`src/rtl/mips_ctrl_pkg.sv`:
```
// Shared encodings for the multicycle MIPS control path: FSM states, ALUOp codes,
// opcode constants and datapath mux selects.
package mips_ctrl_pkg;

  localparam int unsigned STATE_W  = 4;
  localparam int unsigned ALUOP_W  = 3;
  localparam int unsigned OPCODE_W = 6;
  localparam int unsigned MUXSEL_W = 2;

  typedef enum logic [STATE_W-1:0] {
    S_RESET    = 4'd0,
    S_FETCH    = 4'd1,
    S_DECODE   = 4'd2,
    S_MEM_ADDR = 4'd3,
    S_MEM_RD   = 4'd4,
    S_MEM_WB   = 4'd5,
    S_MEM_WR   = 4'd6,
    S_R_EXEC   = 4'd7,
    S_R_WB     = 4'd8,
    S_BRANCH   = 4'd9,
    S_JUMP     = 4'd10,
    S_I_EXEC   = 4'd11,
    S_I_WB     = 4'd12
  } state_t;

  // ALUOp codes, also consumed by AluControl
  localparam logic [ALUOP_W-1:0] ALUOP_ADD   = 3'b000;
  localparam logic [ALUOP_W-1:0] ALUOP_RTYPE = 3'b001;
  localparam logic [ALUOP_W-1:0] ALUOP_SUB   = 3'b010;
  localparam logic [ALUOP_W-1:0] ALUOP_OR    = 3'b011;
  localparam logic [ALUOP_W-1:0] ALUOP_AND   = 3'b100;
  localparam logic [ALUOP_W-1:0] ALUOP_SLT   = 3'b101;

  localparam logic [OPCODE_W-1:0] OP_RTYPE = 6'd0;
  localparam logic [OPCODE_W-1:0] OP_J     = 6'd2;
  localparam logic [OPCODE_W-1:0] OP_BEQ   = 6'd4;
  localparam logic [OPCODE_W-1:0] OP_ADDI  = 6'd8;
  localparam logic [OPCODE_W-1:0] OP_SLTI  = 6'd10;
  localparam logic [OPCODE_W-1:0] OP_ANDI  = 6'd12;
  localparam logic [OPCODE_W-1:0] OP_ORI   = 6'd13;
  localparam logic [OPCODE_W-1:0] OP_LW    = 6'd35;
  localparam logic [OPCODE_W-1:0] OP_SW    = 6'd43;

  localparam logic [MUXSEL_W-1:0] SRCB_REG     = 2'b00;
  localparam logic [MUXSEL_W-1:0] SRCB_FOUR    = 2'b01;
  localparam logic [MUXSEL_W-1:0] SRCB_IMM     = 2'b10;
  localparam logic [MUXSEL_W-1:0] SRCB_IMM_SH2 = 2'b11;

  localparam logic [MUXSEL_W-1:0] PCSRC_ALU    = 2'b00;
  localparam logic [MUXSEL_W-1:0] PCSRC_ALUOUT = 2'b01;
  localparam logic [MUXSEL_W-1:0] PCSRC_JUMP   = 2'b10;

  function automatic logic is_itype(input logic [OPCODE_W-1:0] op);
    return (op == OP_ADDI) || (op == OP_ANDI) || (op == OP_ORI) || (op == OP_SLTI);
  endfunction

endpackage

```
`src/rtl/multicycle_main_control_imm_aluop_decode.sv`:
```
// Maps an I-type ALU opcode to the ALUOp code driven during immediate execute.
module imm_aluop_decode
  import mips_ctrl_pkg::*;
(
  input  logic [OPCODE_W-1:0] opcode,
  output logic [ALUOP_W-1:0]  alu_op_c
);

  always_comb begin
    alu_op_c = ALUOP_ADD;
    case (opcode)
      OP_ANDI: alu_op_c = ALUOP_AND;
      OP_ORI:  alu_op_c = ALUOP_OR;
      OP_SLTI: alu_op_c = ALUOP_SLT;
      default: alu_op_c = ALUOP_ADD;
    endcase
  end

endmodule

```
`src/rtl/multicycle_main_control.sv`:
```
// Main control FSM of the multicycle MIPS datapath: fetch/decode/execute/memory/
// writeback sequencing with Moore outputs plus Mealy strobes on the memory handshake.
module multicycle_main_control
  import mips_ctrl_pkg::*;
#(
  parameter bit MEM_WAIT_EN = 1'b1
) (
  input  logic                clk,
  input  logic                rst_n,
  input  logic [OPCODE_W-1:0] opcode,
  input  logic                zero,
  input  logic                mem_ready,
  output logic                pc_write,
  output logic                pc_write_cond,
  output logic                iord,
  output logic                mem_read,
  output logic                mem_write,
  output logic                ir_write,
  output logic                mdr_write,
  output logic                mem_to_reg,
  output logic                reg_dst,
  output logic                reg_write,
  output logic                alu_src_a,
  output logic [MUXSEL_W-1:0] alu_src_b,
  output logic [MUXSEL_W-1:0] pc_source,
  output logic [ALUOP_W-1:0]  alu_op,
  output logic                illegal_op,
  output logic [STATE_W-1:0]  state_dbg
);

  state_t             state, state_next;
  logic               mem_rdy;
  logic [ALUOP_W-1:0] imm_alu_op;
  logic               unused_zero;

  // The beq PC gating on zero lives outside this block
  assign unused_zero = zero;
  assign mem_rdy     = MEM_WAIT_EN ? mem_ready : 1'b1;
  assign state_dbg   = state;

  imm_aluop_decode u_imm_aluop_decode (
    .opcode   (opcode),
    .alu_op_c (imm_alu_op)
  );

  always_ff @(posedge clk or negedge rst_n) begin
    if (!rst_n) state <= S_RESET;
    else        state <= state_next;
  end

  always_comb begin
    state_next    = state;
    pc_write      = 1'b0;
    pc_write_cond = 1'b0;
    iord          = 1'b0;
    mem_read      = 1'b0;
    mem_write     = 1'b0;
    ir_write      = 1'b0;
    mdr_write     = 1'b0;
    mem_to_reg    = 1'b0;
    reg_dst       = 1'b0;
    reg_write     = 1'b0;
    alu_src_a     = 1'b0;
    alu_src_b     = SRCB_REG;
    pc_source     = PCSRC_ALU;
    alu_op        = ALUOP_ADD;
    illegal_op    = 1'b0;

    case (state)
      S_RESET: state_next = S_FETCH;

      S_FETCH: begin
        mem_read  = 1'b1;
        alu_src_b = SRCB_FOUR;
        if (mem_rdy) begin
          ir_write   = 1'b1;
          pc_write   = 1'b1;
          state_next = S_DECODE;
        end
      end

      // Branch target is computed speculatively into ALUOut while decoding
      S_DECODE: begin
        alu_src_b = SRCB_IMM_SH2;
        if (opcode == OP_RTYPE)                        state_next = S_R_EXEC;
        else if (opcode == OP_LW || opcode == OP_SW)   state_next = S_MEM_ADDR;
        else if (opcode == OP_BEQ)                     state_next = S_BRANCH;
        else if (opcode == OP_J)                       state_next = S_JUMP;
        else if (is_itype(opcode))                     state_next = S_I_EXEC;
        else begin
          illegal_op = 1'b1;
          state_next = S_FETCH;
        end
      end

      S_MEM_ADDR: begin
        alu_src_a  = 1'b1;
        alu_src_b  = SRCB_IMM;
        state_next = (opcode == OP_LW) ? S_MEM_RD : S_MEM_WR;
      end

      S_MEM_RD: begin
        iord     = 1'b1;
        mem_read = 1'b1;
        if (mem_rdy) begin
          mdr_write  = 1'b1;
          state_next = S_MEM_WB;
        end
      end

      S_MEM_WB: begin
        mem_to_reg = 1'b1;
        reg_write  = 1'b1;
        state_next = S_FETCH;
      end

      S_MEM_WR: begin
        iord      = 1'b1;
        mem_write = 1'b1;
        if (mem_rdy) state_next = S_FETCH;
      end

      S_R_EXEC: begin
        alu_src_a  = 1'b1;
        alu_op     = ALUOP_RTYPE;
        state_next = S_R_WB;
      end

      S_R_WB: begin
        reg_dst    = 1'b1;
        reg_write  = 1'b1;
        state_next = S_FETCH;
      end

      S_BRANCH: begin
        alu_src_a     = 1'b1;
        alu_op        = ALUOP_SUB;
        pc_write_cond = 1'b1;
        pc_source     = PCSRC_ALUOUT;
        state_next    = S_FETCH;
      end

      S_JUMP: begin
        pc_write   = 1'b1;
        pc_source  = PCSRC_JUMP;
        state_next = S_FETCH;
      end

      S_I_EXEC: begin
        alu_src_a  = 1'b1;
        alu_src_b  = SRCB_IMM;
        alu_op     = imm_alu_op;
        state_next = S_I_WB;
      end

      S_I_WB: begin
        reg_write  = 1'b1;
        state_next = S_FETCH;
      end

      default: state_next = S_FETCH;
    endcase
  end

endmodule

```
`config.mk`:
```
export PLATFORM = sky130hd
export DESIGN_NAME = multicycle_main_control
export DESIGN_NICKNAME = d
export VERILOG_FILES = /design/src/rtl/mips_ctrl_pkg.sv /design/src/rtl/multicycle_main_control_imm_aluop_decode.sv /design/src/rtl/multicycle_main_control.sv
export SDC_FILE = /design/constraint.sdc
export NUM_CORES = 1
export LEC_CHECK = 0
export BUFFER_PORTS_ARGS = -buffer_cell sky130_fd_sc_hd__buf_2
export CAP_MARGIN = 15
export CORE_MARGIN = 4
export CORE_UTILIZATION = 41
export CTS_BUF_LIST = sky130_fd_sc_hd__clkbuf_4 sky130_fd_sc_hd__clkbuf_8
export CTS_CLUSTER_DIAMETER = 80
export DETAILED_ROUTE_END_ITERATION = 8
export PLACE_DENSITY = 0.86
export RECOVER_POWER = 100
export SETUP_SLACK_MARGIN = 0.3
export SLEW_MARGIN = 20
export SYNTH_ARGS = -nofsm -noshare
export SYNTH_HDL_FRONTEND = slang
export SYNTH_SLANG_ARGS = --single-unit
```
`constraint.sdc`:
```
create_clock -name clk -period 2.35 [get_ports clk]
set_input_delay 0.705 -clock clk [delete_from_list [all_inputs] [get_ports clk]]
set_output_delay 0.705 -clock clk [all_outputs]
set_load 0.05 [all_outputs]
```
==> results of run 1 <==
## synth_stat cells (2+ instances only)
| library cell | count |
|---|---|
| nor2_1 | 12 |
| nand2_1 | 7 |
| nor3_1 | 7 |
| a21oi_1 | 6 |
| dfrtp_1 | 4 |
| nand2b_1 | 4 |
| nand3_1 | 4 |
| nor2b_1 | 3 |
| and3_1 | 2 |
| buf_4 | 2 |
| buf_6 | 2 |
| nand3b_1 | 2 |
| nor3b_1 | 2 |
| o32ai_1 | 2 |
| or4_1 | 2 |
| xnor2_1 | 2 |
## cells by family after synthesis
| logic type | Yosys count | synth area share |
|---|---|---|
| and+or+nand+nor | 54 | 0.512 |
| xor gates and xnor gates | 2 | 0.0291 |
| buffers and inverters | 7 | 0.0996 |
| AOI/OAI and AO/OA | 17 | 0.193 |
| DFF | 4 | 0.166 |
## stage by stage
stage	hold slack [ns]	setup TNS (ns)	instance area, sq um	utilization	worst slack, ns
after floorplan	0.409	-0.146	826	-	-0.0543
after global placement	0.508	-0.610	1020	0.757	-0.213
after detailed placement	0.513	-0.750	1020	0.757	-0.235
==> run summary, run 1 <==
Status: stopped before the end
Exit stage: 4_1_cts
Error msg: [ERROR DPL-0038] Utilization greater than 100%, impossible to legalize
FFs w/ async S/R, synth: 1.00
CTS Sinks: 4
Detailed Place HPWL: 1.57 mm
Top post-synthesis cells by area: dfrtp_1, nor2_1, nor3_1, a21oi_1, nand2_1
Hold buffer count at CTS: 0
# Post-CTS Setup Buffers: 19
Post-Synthesis Cells: 84
Row cnt: 13
Root buf cell: clkbuf_4
Share of the synthesized area in the top cell type: 0.166
Initial core utilization: 0.447
Largest buffer count on any clock path: 2
Post_cts resized: 73
Port Buffer Count: 31
Inserted Clock Buffers: 3
Gpl congestion: 0.819
Synthesized Nets: 94
EDFF count, synth: 0
Placed instance count: 138
Die extent in x: 46.4 um
Synthesis-stage register bit count: 4
Syn Std Cell Area: 603 sq um
H-tree depth: 1
Die H: 46.4 um
Yosys warns: 0
Cell variety after synth: 37
Prevailing post-synth register cell: dfrtp_1
Syn avg cell area: 7.18 sq um
Area leader, netlist: dfrtp_1
Top-Level Pins: 33
Sequential share of the synthesized area: 0.166
==> run 2: changes to the inputs <==
CORE_AREA = 4 4 65 67   (was unset)
CORE_MARGIN = unset   (was 4)
CORE_UTILIZATION = unset   (was 41)
CTS_BUF_LIST = unset   (was sky130_fd_sc_hd__clkbuf_4 sky130_fd_sc_hd__clkbuf_8)
CTS_CLUSTER_DIAMETER = unset   (was 80)
DIE_AREA = 0 0 69 71   (was unset)
PLACE_DENSITY = unset   (was 0.86)
PLACE_DENSITY_LB_ADDON = 0.15   (was unset)
SETUP_SLACK_MARGIN = unset   (was 0.3)
clock period = 3.05 ns   (was 2.35 ns; I/O delays follow)
==> run 2 against run 1 <==
Against the previous run: the flow now finishes without violations; synthesized area did not move; synthesized cell count did not move.
==> run summary, run 2 <==
Lkg Pwr: 0.329 nW
# Post-CTS Setup Buffers: 0 (-19)
PwrDens: 1130 nW/um^2
Largest buffer count on any clock path: 2 (unchanged)
Row cnt: 22 (+9)
Final Critical Period: 2.99 ns
Vias in the first global route: 733
Inserted Clock Buffers: 3 (unchanged)
R2R Path End: state_dbg[1]$_DFFE_PN0P_
Crit path DAT: 2.07 ns
Pre-CTS WS: -0.0456 ns (+0.189 ns)
Area leader, netlist: dfrtp_1
Clk_skew: 0.000956 ns
CTS tree: built
Post-Synthesis Cells: 84 (unchanged)
Antenna-violating nets left: 0
Layout Cells excl Fill: 166
Port Buffer Count: 31 (unchanged)
Most instantiated cells after synthesis: nor2_1, nand2_1, nor3_1
Final setup TNS: 0 ns
Top post-synthesis cells by area: dfrtp_1, nor2_1, nor3_1, a21oi_1, nand2_1
Total gr overflow: 0
Hold Fails Final Rpt: 0
Gpl congestion: 0.800 (-2.4%)
Share of the synthesized area in the top cell type: 0.166 (unchanged)
Worst Tran Pin Value: 0.607 ns
Top-Level Pins: 33 (unchanged)
Worst-path clk slew: 0.03 ns
VDD IR-drop max: 0.214 mV
Post-Route M1 WL: 949 um
Yosys warns: 0 (unchanged)
First-pass GRT wire length: 3.52 mm
Setup Viol. Count Final: 0
CTS Sinks: 4 (unchanged)
CP max stage delay: 0.54 ns
Critical path class: input port to output port
Crit Path Max Fanout: 2
RR Startpoint: state_dbg[0]$_DFFE_PN0P_
GRT Resource Usage Total: 0.0868
Placed instance count: 163 (+18%)
Detailed Place HPWL: 1.59 mm (+1.6%)
DRT Wirelength: 2.08 mm
Worst-Skew Late Latency: 0.22 ns
Critical Path Slowest Stage Cell: or4_1
Post-route cell area: 861 sq um
Synthesized Nets: 94 (unchanged)
CP startpoint kind: input port
Vias per std cell: 4.55
Crit path capture: illegal_op
Nets: 130
EDFF count, synth: 0 (unchanged)
Routed length on met2: 987 um
Fmax: 0.335 GHz
Syn Std Cell Area: 603 sq um (unchanged)
Cell with the most instances after synthesis: nor2_1
Post-route DRC violation count: 0
Prevailing post-synth register cell: dfrtp_1
H-tree depth: 1 (unchanged)
DR top layer: met4
Synthesis-stage register bit count: 4 (unchanged)
R2r setup slk: 1.45 ns
Met3 wire len: 137 um
Core box area: 3630 sq um
RSZ-0062 raised after global routing: false
1st-pass router iterations: 4
Post-layout utilization of the core: 0.237
Via count: 755
Most frequent cells in the layout: clkbuf_1, nor2_1, buf_2
Syn avg cell area: 7.18 sq um (unchanged)
Max-cap viol count: 0
Worst Path Required: 2.13 ns
Crit path capture type: output port
Root buf cell: clkbuf_8
Commonest non-fill, non-tap cell in the layout: clkbuf_1
Slew headroom: 0.597
Post-DP Area: 837 sq um (-18%)
Pin count of the biggest net entering global routing: 13
Worst setup margin: 0.0644 ns
Die area: 4900 sq um
Die extent in x: 69 um (+49%)
Crit. Startpoint: opcode[0]
Initial antenna violation count: 0
Cell variety after synth: 37 (unchanged)
Max reg flops: 4
Pins Over Slew Limit: 0
WL/cell: 12.5 um
Syn-to-layout area delta: 42.7%
R2R depth: 4
Min-Delay Path Class: input port to async pin
Hold_ws: 0.527 ns
1st-iter DRT viols: 23
Initial core utilization: 0.166 (-0.281)
FFs w/ async S/R, synth: 1.00 (unchanged)
Power Total: 0.973 mW
Cells along the critical path: buf_2 > or4_1 > a211oi_2 > nor3b_1 > clkbuf_4
Final cycle utilization of the critical path: 0.979
Status: finished clean
Sequential share of the synthesized area: 0.166 (unchanged)
Layout cells sized above 1: 0.246
Inserted Diodes: 0
Die H: 71 um (+53%)
==> run 2: cell counts after synthesis <==
No cell type changed its count.
==> run 2: area by class of cell <==
| class | count | area (sq um) |
|---|---|---|
| Multi-Input combinational cell | 73 | 467 |
| Timing Repair Buffer | 38 | 193 |
| Fill cell | 436 | 2770 |
| Clock buffer | 3 | 41.3 |
| Tap cell | 48 | 60.1 |
| Sequential cell | 4 | 100 |
==> run 2: worst min path at each step <==
stage          cells after the start  slack (ns)   from                        to
2_1_floorplan                      0        0.62  rst_n  state_dbg[0]$_DFFE_PN0P_
3_3_place_gp                       1        0.72  rst_n  state_dbg[0]$_DFFE_PN0P_
3_5_place_dp                       1        0.73  rst_n  state_dbg[2]$_DFFE_PN0P_
4_1_cts                            1        0.50  rst_n  state_dbg[2]$_DFFE_PN0P_
5_1_grt                            1        0.55  rst_n  state_dbg[0]$_DFFE_PN0P_
6_report                           1        0.53  rst_n  state_dbg[0]$_DFFE_PN0P_
==> run 2: what timing repair did <==
action / CTS / global route
hold endpoints to repair: 0 / 0
pin swaps: 0 / 1
gates resized for setup: 2 / 2
hold buffers: 0 / 0
setup endpoints to repair: 2 / 2
==> run 2: critical path: cells and delay by family <==
family / cells / cell delay, ns
buf+inv: 2 / 0.31
simple gates: 2 / 0.63
compound gates: 1 / 0.21
==> run 2: logic make-up after synthesis <==
| family | after synthesis | synth area share |
|---|---|---|
| simple gates | 54 | 0.512 |
| xor+xnor | 2 | 0.0291 |
| flops | 4 | 0.166 |
| buf+inv | 7 | 0.0996 |
| compound gates | 17 | 0.193 |
==> run 2: layer usage <==
metal / track usage / vias to the layer above
met5: 0 / -
met4: 0.0325 / 0
met3: 0.0213 / 2
met2: 0.138 / 25
met1: 0.113 / 349
li1: - / 379
==> run 2: power breakdown <==
part / internal [mW] / total, mW / switching (mW) / leakage, nW
clock network: 0.0841 / 0.111 / 0.0270 / 0.0216
registers: 0.0745 / 0.140 / 0.0656 / 0.0502
logic: 0.178 / 0.722 / 0.544 / 0.257
total: 0.337 / 0.973 / 0.636 / 0.329
No activity file was read; power rests on OpenSTA's default activity.
